[config.mk]
export PLATFORM = sky130hd
export DESIGN_NAME = restoring_divider_8
export DESIGN_NICKNAME = d
export VERILOG_FILES = /design/src/rtl/restoring_divider_8.sv
export SDC_FILE = /design/constraint.sdc
export NUM_CORES = 1
export LEC_CHECK = 0
export ABC_AREA = 1
export BUFFER_PORTS_ARGS = -buffer_cell sky130_fd_sc_hd__buf_4
export CAP_MARGIN = 20
export CORE_UTILIZATION = 40
export CTS_BUF_LIST = sky130_fd_sc_hd__clkbuf_16
export DETAILED_ROUTE_END_ITERATION = 10
export PLACE_DENSITY = 0.71
export SYNTH_ARGS = -nofsm -noshare
export SYNTH_HDL_FRONTEND = slang
export SYNTH_SLANG_ARGS = --single-unit
[constraint.sdc]
create_clock -name Clk -period 1.98 [get_ports Clk]
set_input_delay 0.396 -clock Clk [delete_from_list [all_inputs] [get_ports Clk]]
set_output_delay 0.396 -clock Clk [all_outputs]
set_load 0.02 [all_outputs]
[src/rtl/restoring_divider_8.sv]
// Sequential unsigned restoring divider: one quotient bit per clock over WIDTH compute cycles.
// A start in IDLE either enters COMPUTE or, for a zero divisor, goes straight to DONE with saturated results.
module restoring_divider_8 #(
    parameter int WIDTH = 8
) (
    input  logic             Clk,
    input  logic             Reset,
    input  logic             Run,
    input  logic [WIDTH-1:0] Dividend,
    input  logic [WIDTH-1:0] Divisor,
    output logic [WIDTH-1:0] Quotient,
    output logic [WIDTH-1:0] Remainder,
    output logic             Busy,
    output logic             Done,
    output logic             DivByZero
);

    localparam int CW = $clog2(WIDTH);
    localparam int SW = WIDTH + 2;

    typedef enum logic [1:0] {
        S_IDLE,
        S_COMPUTE,
        S_DONE
    } state_t;

    state_t           state;
    logic [WIDTH-1:0] d;
    logic [WIDTH-1:0] q;
    logic [WIDTH:0]   r;
    logic [CW-1:0]    count;

    logic [WIDTH:0]   t;
    logic [SW-1:0]    sum;
    logic             c;
    logic [WIDTH:0]   r_next;
    logic [WIDTH-1:0] q_next;
    logic             unused_r_msb;

    // The top bit of R is always zero between iterations because R < D.
    assign unused_r_msb = r[WIDTH];

    // Trial subtract as T + ~{0,D} + 1; the extra top bit is the no-borrow carry.
    always_comb begin
        t      = {r[WIDTH-1:0], q[WIDTH-1]};
        sum    = {1'b0, t} + {1'b0, ~{1'b0, d}} + SW'(1);
        c      = sum[SW-1];
        r_next = c ? sum[WIDTH:0] : t;
        q_next = {q[WIDTH-2:0], c};
    end

    always_ff @(posedge Clk) begin
        if (Reset) begin
            state     <= S_IDLE;
            d         <= '0;
            q         <= '0;
            r         <= '0;
            count     <= '0;
            Quotient  <= '0;
            Remainder <= '0;
            Busy      <= 1'b0;
            Done      <= 1'b0;
            DivByZero <= 1'b0;
        end else begin
            case (state)
                S_IDLE: begin
                    if (Run) begin
                        d     <= Divisor;
                        q     <= Dividend;
                        r     <= '0;
                        count <= '0;
                        if (Divisor == '0) begin
                            state     <= S_DONE;
                            Done      <= 1'b1;
                            DivByZero <= 1'b1;
                            Quotient  <= '1;
                            Remainder <= Dividend;
                        end else begin
                            state     <= S_COMPUTE;
                            Busy      <= 1'b1;
                            DivByZero <= 1'b0;
                        end
                    end
                end
                S_COMPUTE: begin
                    q     <= q_next;
                    r     <= r_next;
                    count <= count + CW'(1);
                    if (count == CW'(WIDTH - 1)) begin
                        state     <= S_DONE;
                        Quotient  <= q_next;
                        Remainder <= r_next[WIDTH-1:0];
                        Busy      <= 1'b0;
                        Done      <= 1'b1;
                    end
                end
                S_DONE: begin
                    // A held Run keeps us here so one request yields one result.
                    if (!Run) begin
                        state <= S_IDLE;
                        Done  <= 1'b0;
                    end
                end
                default: begin
                    state <= S_IDLE;
                    Busy  <= 1'b0;
                    Done  <= 1'b0;
                end
            endcase
        end
    end

endmodule

=== Word level (Yosys, flattened, before mapping) ===
Cells that the tools add are included.

* Word-level logic and storage cells: 62
* Input bits: 19
* Output and inout bits: 19
* Bits in registers: 48

* Add/subtract/negate cells: 3
* Reduce and logical (&&, ||, !) cells: 9
* Mux-type cells: 30
* Equality and inequality tests: 8
* Bitwise gates (word level): 2

{| class="wikitable"
|+ Operators by type and width
! operator !! count
|-
| 2-to-1 mux 8 bit || 9
|-
| one-hot mux 8 bit (2 select lines) || 4
|-
| AND reduction 4 bit || 3
|-
| adder 10 x 1 -> 10 bit, second input constant || 1
|-
| adder 9 x 9 -> 10 bit || 1
|-
| inequality test 2 bit, second input constant || 5
|-
| NOT 8 -> 9 bit || 1
|-
| logical NOT 8 bit || 1
|-
| 2-to-1 mux 1 bit || 8
|-
| 2-to-1 mux 2 bit || 4
|-
| one-hot mux 1 bit (3 select lines) || 2
|-
| one-hot mux 2 bit (3 select lines) || 1
|-
| one-hot mux 3 bit (2 select lines) || 1
|-
| AND reduction 2 bit || 2
|-
| adder 3 x 1 -> 3 bit, second input constant || 1
|-
| equality test 3 bit, second input constant || 1
|-
| 2-to-1 mux 3 bit || 1
|-
| AND reduction 3 bit || 1
|-
| equality test 2 x 1 -> 1 bit, second input constant || 1
|-
| equality test 2 bit, second input constant || 1
|-
| logical NOT 2 bit || 1
|-
| nonzero test 2 bit || 1
|-
| NOT 1 bit || 1
|}

=== Logic depth before layout (Yosys ltp) ===
Gate-level depths: netlist of the first run.

* Depth after elaboration: 6
* Mapped depth: 13
* Gate-level depth less buffers: 13

=== Worst setup path before layout of the first run ===
OpenSTA, ideal clock, no wires.

* Kind: reg2reg
* From: reg d[2]
* To: reg r[0]
* Path buffers: 0
* Setup time: 110 ps
* Arrival time: 1513 ps
* Stages on the path, launching flop included: 12
* Required time: 1870 ps
* Setup slack: 357 ps
* Clock period less this slack: 1623 ps
* Path through: dfxtp_1 -> inv_1 -> ha_1 -> or2_1 -> nand3_1 -> nand2_1 -> nand2_4 -> nand2_4 -> nand3b_1 -> nand3_1 -> nand2_1 -> inv_1

* Word-level cells in the longest chain between the ends: 5

{| class="wikitable"
|+ Ends and longest elaborated chain
! item !! line !! RTL
|-
| from (decl) || 28 || <nowiki>logic [WIDTH-1:0] d;</nowiki>
|-
| from (signal assigned) || 68 || <nowiki>d <= Divisor;</nowiki>
|-
| NOT 8 -> 9 bit || 46 || <nowiki>sum = {1'b0, t} + {1'b0, ~{1'b0, d}} + SW'(1);</nowiki>
|-
| adder 9 x 9 -> 10 bit || 46 ||
|-
| adder 10 x 1 -> 10 bit || 46 ||
|-
| 2-to-1 mux 8 bit || 48 || <nowiki>r_next = c ? sum[WIDTH:0] : t;</nowiki>
|-
| one-hot mux 8 bit (2 select lines) || 65 || <nowiki>case (state)</nowiki>
|-
| to (signal assigned) || 87 || <nowiki>r <= r_next;</nowiki>
|-
| to (decl) || 30 || <nowiki>logic [WIDTH:0] r;</nowiki>
|}

No other way between the ends.
A chain may end at the register's enable or synchronous reset.

=== Final worst setup path of the first run ===
* From: reg d[2]
* To: reg Remainder[6]

* Word-level cells in the longest chain between the ends: 6

{| class="wikitable"
|+ Ends and longest elaborated chain
! item !! line !! RTL
|-
| NOT 8 -> 9 bit || 46 ||
|-
| adder 9 x 9 -> 10 bit || 46 ||
|-
| adder 10 x 1 -> 10 bit || 46 ||
|-
| 2-to-1 mux 8 bit || 48 ||
|-
| 2-to-1 mux 8 bit || 89 || <nowiki>if (count == CW'(WIDTH - 1)) begin</nowiki>
|-
| one-hot mux 8 bit (2 select lines) || 65 ||
|-
| to (signal assigned) || 77 || <nowiki>Remainder <= Dividend;</nowiki>
|-
| to (signal assigned) || 92 || <nowiki>Remainder <= r_next[WIDTH-1:0];</nowiki>
|-
| to (decl) || 12 || <nowiki>output logic [WIDTH-1:0] Remainder,</nowiki>
|}

No other way between the ends. The select of a mux whose other input is x is not followed.

==> impl_metrics.tcl, run 1 <==
set metrics [dict create \
    die_w_um 82.2 \
    min_path_type "in2reg" \
    hpwl_um 4730 \
    maxCapViolCount 0 \
    globalplace.congestion 0.855 \
    holdWs_ns 0.357 \
    drt-total-wl_um 6140 \
    asyncSetResetFlopFracSynth_pct 0 \
    io_buffers 37 \
    drive_gt1_share_pct 17.1 \
    worstSetupPathType "reg2reg" \
    post-route-min-period_ns 1.88 \
    post-cts-setup-buffer-count 0 \
    num_io_pins 38 \
    worst_pin_slew_ns 0.650 \
    syn_avg_cell_area_um2 7.11 \
    synth-edff-count 0 \
    die-area_mm2 0.00676 \
    tns_ns 0 \
    slew_viol_final 0 \
    post-route-period-util_pct 94.8 \
    drtIter0Drc 129 \
    power_frac_comb_pct 30.1 \
    grt_max_degree 27 \
    max_slew_margin_pct 56.7 \
    grt_usage_pct 19.9 \
    vias 2373 \
    synthFlopType "dfxtp_1" \
    syn2layout_area_growth_pct 17.7 \
    coreArea_mm2 0.00606 \
    drtPass1Iterations 6 \
    power_switching_uw 978 \
    crit_path_end_kind "register" \
    finClkSkew_ns 0.00575 \
    arrival_ns 2.07 \
    crit_chain "inv_1 > ha_1 > or2_1 > nand3_1 > nand2_1 > nand2_4 > nand2_4 > nand3_1 > nand3_1 > nand2_1 > inv_1" \
    power_frac_seq_pct 40.3 \
    status "completed" \
    syn_area_mm2 0.00257 \
    overflow 0 \
    start_util_pct 42.5 \
    path_buf_inv 2 \
    fp.dieH_um 82.2 \
    synth.most_common_cell "nand2_1" \
    antenna_found_initial 0 \
    power_frac_clock_pct 29.6 \
    setup_viol_count_final 0 \
    cts-root-buf "clkbuf_16" \
    leakage_nw 1.51 \
    synth_fp_nets 392 \
    diodes 0 \
    cts.hold.buffers_added 0 \
    clock_sinks 48 \
    cp_max_fo 10 \
    path_common_cell "nand3_1" \
    finalHoldViolCount 0 \
    cts_buffer_depth 2 \
    yosys_warnings 0 \
    cpPeakStageDelay_ns 0.32 \
    synth_top_cell_by_area "dfxtp_1" \
    synthCells 362 \
    htreeDepth 2 \
    nets 426 \
    n_fill_cell 608 \
    powerDensity_mw_per_mm2 928 \
    grt_pass1_wl_um 10000 \
    fmax_ghz 0.533 \
    routedWlPerCell_um 13.0 \
    rows 28 \
    required_ns 2.17 \
    power.share.switching_pct 34.8 \
    clk_pin_slew_ns 0.07 \
    p_int_mw 1.83 \
    cts_buffers 5 \
    cts_resized 0 \
    synth_seq_cells 48 \
    rsz0062_at_grt "false" \
    ir_worst_vdd_mv 0.528 \
    drc_errors 0 \
    cp_top_family "simple AND/OR/NAND/NOR gates" \
    viasPerCell 5.03 \
    grt_pass1_vias 2213 \
    synth_common_cells "nand2_1 (72), inv_1 (59), dfxtp_1 (48)" \
    cp_slowest_cell "ha_1" \
    yosys-top-cells-area "dfxtp_1 (37%), nand2_1 (11%), inv_1 (8.6%)" \
    startpoint_type "register" \
    synth_cell_types 31 \
    synth.yosys.seq_area_share_pct 37.3 \
    clock_latency_ns 0.29 \
    antenna_left 0 \
    cts_tree "built" \
    synth_top_area_share_pct 37.3 \
]
==> cell usage in the layout (no fill, tap or decap) <==
| cell type | synthesis | routed |
|---|---|---|
| nand3_1 | 30 | 30 |
| nand4_1 | 9 | 9 |
| nor2_2 | 5 | 5 |
| a21oi_1 | 32 | 32 |
| a31oi_1 | 7 | 7 |
| nor3_1 | 2 | 2 |
| a21oi_2 | 3 | 3 |
| inv_2 | 3 | 3 |
| nor2_8 | 1 | 1 |
| nand2_4 | 3 | 3 |
| o21ai_0 | 25 | 25 |
| o21ai_1 | 1 | 1 |
| inv_1 | 59 | 59 |
| buf_4 | 3 | 39 |
| xnor2_1 | 2 | 2 |
| nand2_2 | 3 | 3 |
| nand3b_1 | 1 | 1 |
| ha_1 | 10 | 10 |
| a21oi_4 | 1 | 1 |
| nor3_2 | 1 | 1 |
| clkinvlp_4 | 0 | 2 |
| nand2_1 | 72 | 72 |
| clkbuf_16 | 0 | 5 |
| clkinv_1 | 1 | 2 |
| dfxtp_1 | 48 | 48 |
| or2_1 | 2 | 2 |
| xor2_1 | 1 | 1 |
| nand2_8 | 2 | 2 |
| fa_1 | 1 | 1 |
| nor2_1 | 25 | 25 |
==> worst min-delay path, cell delays in order <==
cell and delay (ns):
buf_4 0.09, nor2_1 0.04, nor2_1 0.09
==> path summary, 6_finish.rpt <==
path                   start  depth (start not counted)  slack [ns]           end
hold reg to reg     count[0]                          1        0.46      count[0]
setup / recovery        d[2]                         11        0.10  Remainder[6]
setup reg to reg        d[2]                         11        0.10  Remainder[6]
hold / removal    Divisor[0]                          3        0.36          d[0]
==> per-layer routing <==
| metal | global-route usage, % | wire (um) |
|---|---|---|
| met3 | 4.95 | 471 |
| met4 | 8.77 | 143 |
| met2 | 31.2 | 2740 |
| met5 | 0 | 0 |
| met1 | 25.8 | 2790 |
==> through the flow <==
stage          std cells  utilization (%)  setup slack (ns)  power (mW)  area [um2]
2_1_floorplan        362                -             0.357        1.78        2570
3_3_place_gp         464             47.6             0.199        1.98        2890
3_5_place_dp         464             47.6             0.141        1.99        2890
4_1_cts              472             50.0             0.116        2.82        3030
5_1_grt              472             50.0            0.0149        2.98        3030
6_report             472             50.0             0.103        2.81        3030
==> kinds of logic (layout without fill, tap and decap cells) <==
group           count (synthesis)  in the layout  synth area share (%)
compound gates                 69             69                  14.6
xor+xnor                        3              3                  1.02
fa+ha+maj                      11             11                  5.64
buf+inv                        75            110                  12.1
flops                          48             48                  37.3
simple gates                  156            156                  29.3
==> power by group through the flow <==
stage	Sequential, mW	Clock, mW	Combinational, mW
after floorplan	1.18	0	0.596
after global placement	1.15	0	0.825
after detailed placement	1.15	0	0.841
after CTS	1.13	0.837	0.848
after global routing	1.14	0.885	0.950
final	1.13	0.832	0.846
==> registers in the layout, summed over array words and instances (netlist names) <==
signal	flops
d	8
count	3
r	8
q	8
Busy	1
Quotient	8
DivByZero	1
Remainder	8
state	2
Done	1
==> layout make-up <==
| type | instances | area (um2) | share of cell area [%] |
|---|---|---|---|
| clock inverters | 3 | 18.8 | 0.619 |
| inverters | 63 | 236 | 7.80 |
| repair buffers | 39 | 293 | 9.66 |
| well taps | 75 | 93.8 | 3.10 |
| clock buffers | 5 | 125 | 4.13 |
| multi-input cells | 239 | 1300 | 43.0 |
| flip-flops and latches | 48 | 961 | 31.7 |
(Power assumes the default switching activity.)
==> run 2, diff against run 1 <==
--- a/config.mk
+++ b/config.mk
@@ -9,6 +9,8 @@
 export BUFFER_PORTS_ARGS = -buffer_cell sky130_fd_sc_hd__buf_4
 export CAP_MARGIN = 20
+export CORE_ASPECT_RATIO = 1.5
 export CORE_UTILIZATION = 40
 export CTS_BUF_LIST = sky130_fd_sc_hd__clkbuf_16
+export CTS_CLUSTER_DIAMETER = 50
 export DETAILED_ROUTE_END_ITERATION = 10
 export PLACE_DENSITY = 0.71
==> constraint.sdc (replaced) <==
create_clock -name Clk -period 1.98 [get_ports Clk]
set_input_delay 0.099 -clock Clk [delete_from_list [all_inputs] [get_ports Clk]]
set_output_delay 0.099 -clock Clk [all_outputs]
set_load 0.02 [all_outputs]
==> impl_metrics.tcl, run 2 (synthesized netlist as in run 1, its figures left out) <==
set metrics [dict create \
    status "completed" \
    arrival_ns 2.01 \
    vias 2385 \
    coreArea_mm2 0.00617 \
    grt_usage_pct 19.9 \
    cts.hold.buffers_added 0 \
    htreeDepth 2 \
    required_ns 2.17 \
    drc_errors 0 \
    cts_buffers 5 \
    fmax_ghz 0.548 \
    drive_gt1_share_pct 18.0 \
    min_path_type "in2reg" \
    seqCellArea_um2 961 \
    antenna_left 0 \
    multi_input_area_mm2 0.00130 \
    routedWlPerCell_um 13.1 \
    finClkSkew_ns 0.00253 \
    tns_ns 0 \
    cp_max_fo 10 \
    setup_viol_count_final 0 \
    worstSetupPathType "reg2reg" \
    nets 431 \
    rows 35 \
    powerDensity_mw_per_mm2 921 \
    leakage_nw 1.54 \
    diodes 0 \
    cts_resized 0 \
    final_cell_mix "nand2_1 (72), inv_1 (60), dfxtp_1 (48), buf_4 (43), a21oi_1 (32)" \
    clock_sinks 48 \
    maxCapViolCount 0 \
    grt_pass1_vias 2327 \
    grt_max_degree 29 \
    syn2layout_area_growth_pct 19.3 \
    fp.dieH_um 100 \
    io_buffers 37 \
    cts_buffer_depth 2 \
    hpwl_um 4770 \
    start_util_pct 41.7 \
    worst_pin_slew_ns 0.296 \
    crit_path_end_kind "register" \
    startpoint_type "register" \
    p_total_mw 2.83 \
    finalHoldViolCount 0 \
    cts-root-buf "clkbuf_16" \
    pre_cts_slack_ns 0.139 \
    viasPerCell 5.02 \
    drt-total-wl_um 6210 \
    ir_worst_vdd_mv 0.497 \
    reg2regPathDepth 11 \
    num_io_pins 38 \
    clock_latency_ns 0.28 \
    antenna_found_initial 0 \
    slew_viol_final 0 \
    die-area_mm2 0.00677 \
    layout_commonest_cell "nand2_1" \
    cts_tree "built" \
    post-route-period-util_pct 92.1 \
    n_fill_cell 606 \
    grt_pass1_wl_um 10200 \
    drtPass1Iterations 4 \
    setup_ws_ns 0.156 \
    finalInstanceArea_mm2 0.00307 \
    drtIter0Drc 138 \
    rsz0062_at_grt "false" \
    clk_pin_slew_ns 0.06 \
    die_w_um 67.5 \
    globalplace.congestion 0.913 \
    overflow 0 \
    post_dp_cell_area_mm2 0.00292 \
    max_slew_margin_pct 80.3 \
    hold_depth 3 \
    post-route-min-period_ns 1.82 \
]
run 2: worst paths after layout:
check / from / to / slack [ns]
max reg2reg: d[2] / Remainder[6] / 0.16
min: Divisor[0] / d[0] / 0.05
min reg2reg: count[0] / count[0] / 0.46
max: d[2] / Remainder[6] / 0.16
run 2: critical path, cell delays in order (launching register included):
cell	delay (ns)
dfxtp_1	0.31
inv_1	0.05
ha_1	0.32
or2_1	0.25
nand3_1	0.11
nand2_1	0.10
nand2_4	0.12
nand2_4	0.10
nand3_1	0.13
nand3_1	0.12
nand2_1	0.09
inv_1	0.04
run 2: cell type report:
| class | count | share of cell area (%) |
|---|---|---|
| multi-input cells | 239 | 42.4 |
| repair buffers | 44 | 11.2 |
| clock inverters | 2 | 0.285 |
| well taps | 74 | 3.02 |
| flip-flops and latches | 48 | 31.3 |
| clock buffers | 5 | 4.08 |
| inverters | 63 | 7.70 |
run 2: per-layer routing:
layer / GRT usage, % / routed length [um] / part of all wire [%] / up-vias
li1: - / - / - / 1237
met1: 19.1 / 2370 / 38 / 1063
met2: 37.2 / 3270 / 53 / 61
met3: 2.73 / 228 / 3.7 / 24
met4: 13.4 / 348 / 5.6 / 0
met5: 0 / 0 / 0 / -
run 2: where the power goes:
part	total (mW)	leakage, nW	internal (mW)	switching (mW)
logic	0.883	1.08	0.329	0.554
registers	1.13	0.394	1.07	0.0652
clock network	0.813	0.0709	0.455	0.358
run 2: repair_timing:
item	CTS	global route
endpoints found under the hold margin	0	0
setup endpoints to repair	0	3
buffers inserted	0	2
run 2: metrics by stage:
step | instances | utilization (%) | hold WS (ns)
floorplan | 362 | - | 0.234
global placement | 466 | 47.3 | 0.339
detailed placement | 466 | 47.3 | 0.351
CTS | 473 | 49.5 | 0.0556
global route | 475 | 49.7 | 0.0538
finish | 475 | 49.7 | 0.0535
==> run 3, diff against run 2 <==
CORE_UTILIZATION = 51   (was 40)
PLACE_DENSITY = 0.87   (was 0.71)
clock period = 1.65 ns   (was 1.98 ns; I/O delays follow)
==> impl_metrics.tcl, run 3 (synthesized netlist as in run 1, its figures left out) <==
set metrics [dict create \
    cts_buffer_depth 2 \
    min_path_type "in2reg" \
    finalHoldViolCount 0 \
    cpPeakStageDelay_ns 0.43 \
    rsz0062_at_grt "true" \
    drive_gt1_share_pct 35.4 \
    max_slew_margin_pct 75.5 \
    crit_path_end_kind "register" \
    powerDensity_mw_per_mm2 1100 \
    grt_max_degree 28 \
    worstSetupPathType "reg2reg" \
    cts-root-buf "clkbuf_16" \
    post-route-min-period_ns 1.87 \
    required_ns 1.88 \
    start_util_pct 53.1 \
    drtPass1Iterations 5 \
    violations "negative setup slack" \
    startpoint_type "register" \
    holdPathEnd "d[0]" \
    p_total_mw 3.86 \
    die_w_um 60 \
    n_fill_cell 332 \
    fp.dieH_um 89.0 \
    power_frac_clock_pct 24.8 \
    cts_buffers 5 \
    overflow 0 \
    fmax_ghz 0.535 \
    ir_worst_vdd_mv 0.636 \
    cp_max_fo 3 \
    slew_viol_final 0 \
    hold_depth 3 \
    power_switching_mw 1.39 \
    antenna_found_initial 0 \
    p_int_mw 2.47 \
    cp_slowest_cell "fa_2" \
    power_frac_comb_pct 39.6 \
    cts.hold.buffers_added 0 \
    vias 2642 \
    finClkSkew_ns 0.00385 \
    worst_pin_slew_ns 0.368 \
    drtIter0Drc 239 \
    grt_pass1_wl_um 11000 \
    status "finished with violations" \
    regToRegEndpoint "Remainder[4]" \
    num_io_pins 38 \
    layout_commonest_cell "nand2_1" \
    r2r_start "q[7]" \
    reg2regPathDepth 10 \
    drt-total-wl_um 7700 \
    grt_pass1_vias 2506 \
    clk_pin_slew_ns 0.06 \
    syn2layout_area_growth_pct 36.6 \
    globalplace.congestion 0.883 \
    setup_viol_count_final 16 \
    power.share.switching_pct 36.1 \
    rows 31 \
    hpwl_um 5070 \
    diodes 0 \
    grt_usage_pct 27.2 \
    crit_chain "inv_2 > ha_4 > inv_2 > fa_2 > a21oi_2 > xnor2_1 > nand3_1 > nand3_1 > nand2_1 > inv_1" \
    holdWs_ns 0.0653 \
    htreeDepth 2 \
    leakage_nw 1.68 \
    antenna_left 0 \
    clock_latency_ns 0.28 \
    routedWlPerCell_um 15.8 \
    clock_sinks 48 \
    maxCapViolCount 0 \
    coreArea_mm2 0.00485 \
    hp-start "Divisor[0]" \
    drc_errors 0 \
    power_frac_seq_pct 35.6 \
    nets 450 \
    post-route-period-util_pct 113 \
    arrival_ns 2.10 \
    reg2reg_slack_ns -0.22 \
    die-area_mm2 0.00534 \
    tns_ns -1.63 \
    final_cell_mix "nand2_1 (64), buf_4 (57), inv_1 (49), dfxtp_1 (34), a21oi_1 (29)" \
    viasPerCell 5.43 \
    setup_ws_ns -0.220 \
    io_buffers 37 \
    cts_tree "built" \
]
-- run 3: cell types whose count changed in the layout (fill, tap and decap cells not counted), moves of 10 or more --
cell     change
inv_2       +11
buf_4       +14
dfxtp_1     -14
inv_1       -11
nand3_2     +10
dfxtp_2     +12
nand3_1     -11
-- run 3: area by class of cell --
type                            instances  area [um2]  share of cell area [%]
Inverter                               63         236                    6.73
Timing Repair Buffer                   63         522                    14.8
Clock buffer                            5         125                    3.56
Clock inverter                          3        15.0                   0.427
Sequential cell                        48         983                    28.0
Tap cell                               66        82.6                    2.35
Multi-Input combinational cell        239        1550                    44.1
-- run 3: through the flow --
step                cells  instance area, um2  setup WS (ns)  util (%)
floorplan             362                2570         0.0269         -
global placement      476                3060        -0.0655      63.1
detailed placement    476                3060         -0.116      63.1
CTS                   486                3290       -0.00495      67.9
global route          487                3510         -0.265      72.5
finish                487                3510         -0.220      72.5
-- run 3: power by group through the flow --
| stage | clock network [mW] | registers (mW) | logic, mW |
|---|---|---|---|
| floorplan | 0 | 1.42 | 0.715 |
| global placement | 0 | 1.37 | 1.13 |
| detailed placement | 0 | 1.38 | 1.16 |
| CTS | 0.968 | 1.36 | 1.26 |
| global route | 1.03 | 1.39 | 1.64 |
| finish | 0.955 | 1.37 | 1.53 |
-- run 3: worst max path at each step --
stage               depth (start not counted)  from      endpoint  slack [ns]
floorplan                                  11  d[2]          r[0]        0.03
global placement                           11  d[2]  Remainder[0]       -0.07
detailed placement                         11  d[2]  Remainder[0]       -0.12
CTS                                        10  r[1]  Remainder[0]      -0.005
global route                               10  q[7]  Remainder[4]       -0.26
finish                                     10  q[7]  Remainder[4]       -0.22
-- run 3: timing repair --
item	4_1_cts	5_1_grt
setup endpoints to repair	18	19
gates resized for setup	14	58
gates cloned	0	0
pin swaps	4	31
endpoints found under the hold margin	0	0
setup buffers	2	1
-- run 3: metal layers --
| layer | vias up | global-route usage [%] | wire (um) |
|---|---|---|---|
| met5 | - | 0 | 0 |
| met1 | 1179 | 26.8 | 2630 |
| li1 | 1271 | - | - |
| met4 | 0 | 14.6 | 537 |
| met2 | 143 | 52.7 | 4100 |
| met3 | 49 | 3.91 | 441 |
-- run 3: critical path, delay by kind of cell, from the launching register on --
kind	cells	cell delay, ns
AND/OR/NAND/NOR	3	0.43
XOR/XNOR	1	0.18
AO/OA/AOI/OAI	1	0.15
adder cells (fa/ha/maj)	2	0.55
flip-flops	1	0.33
buffers and inverters	3	0.17
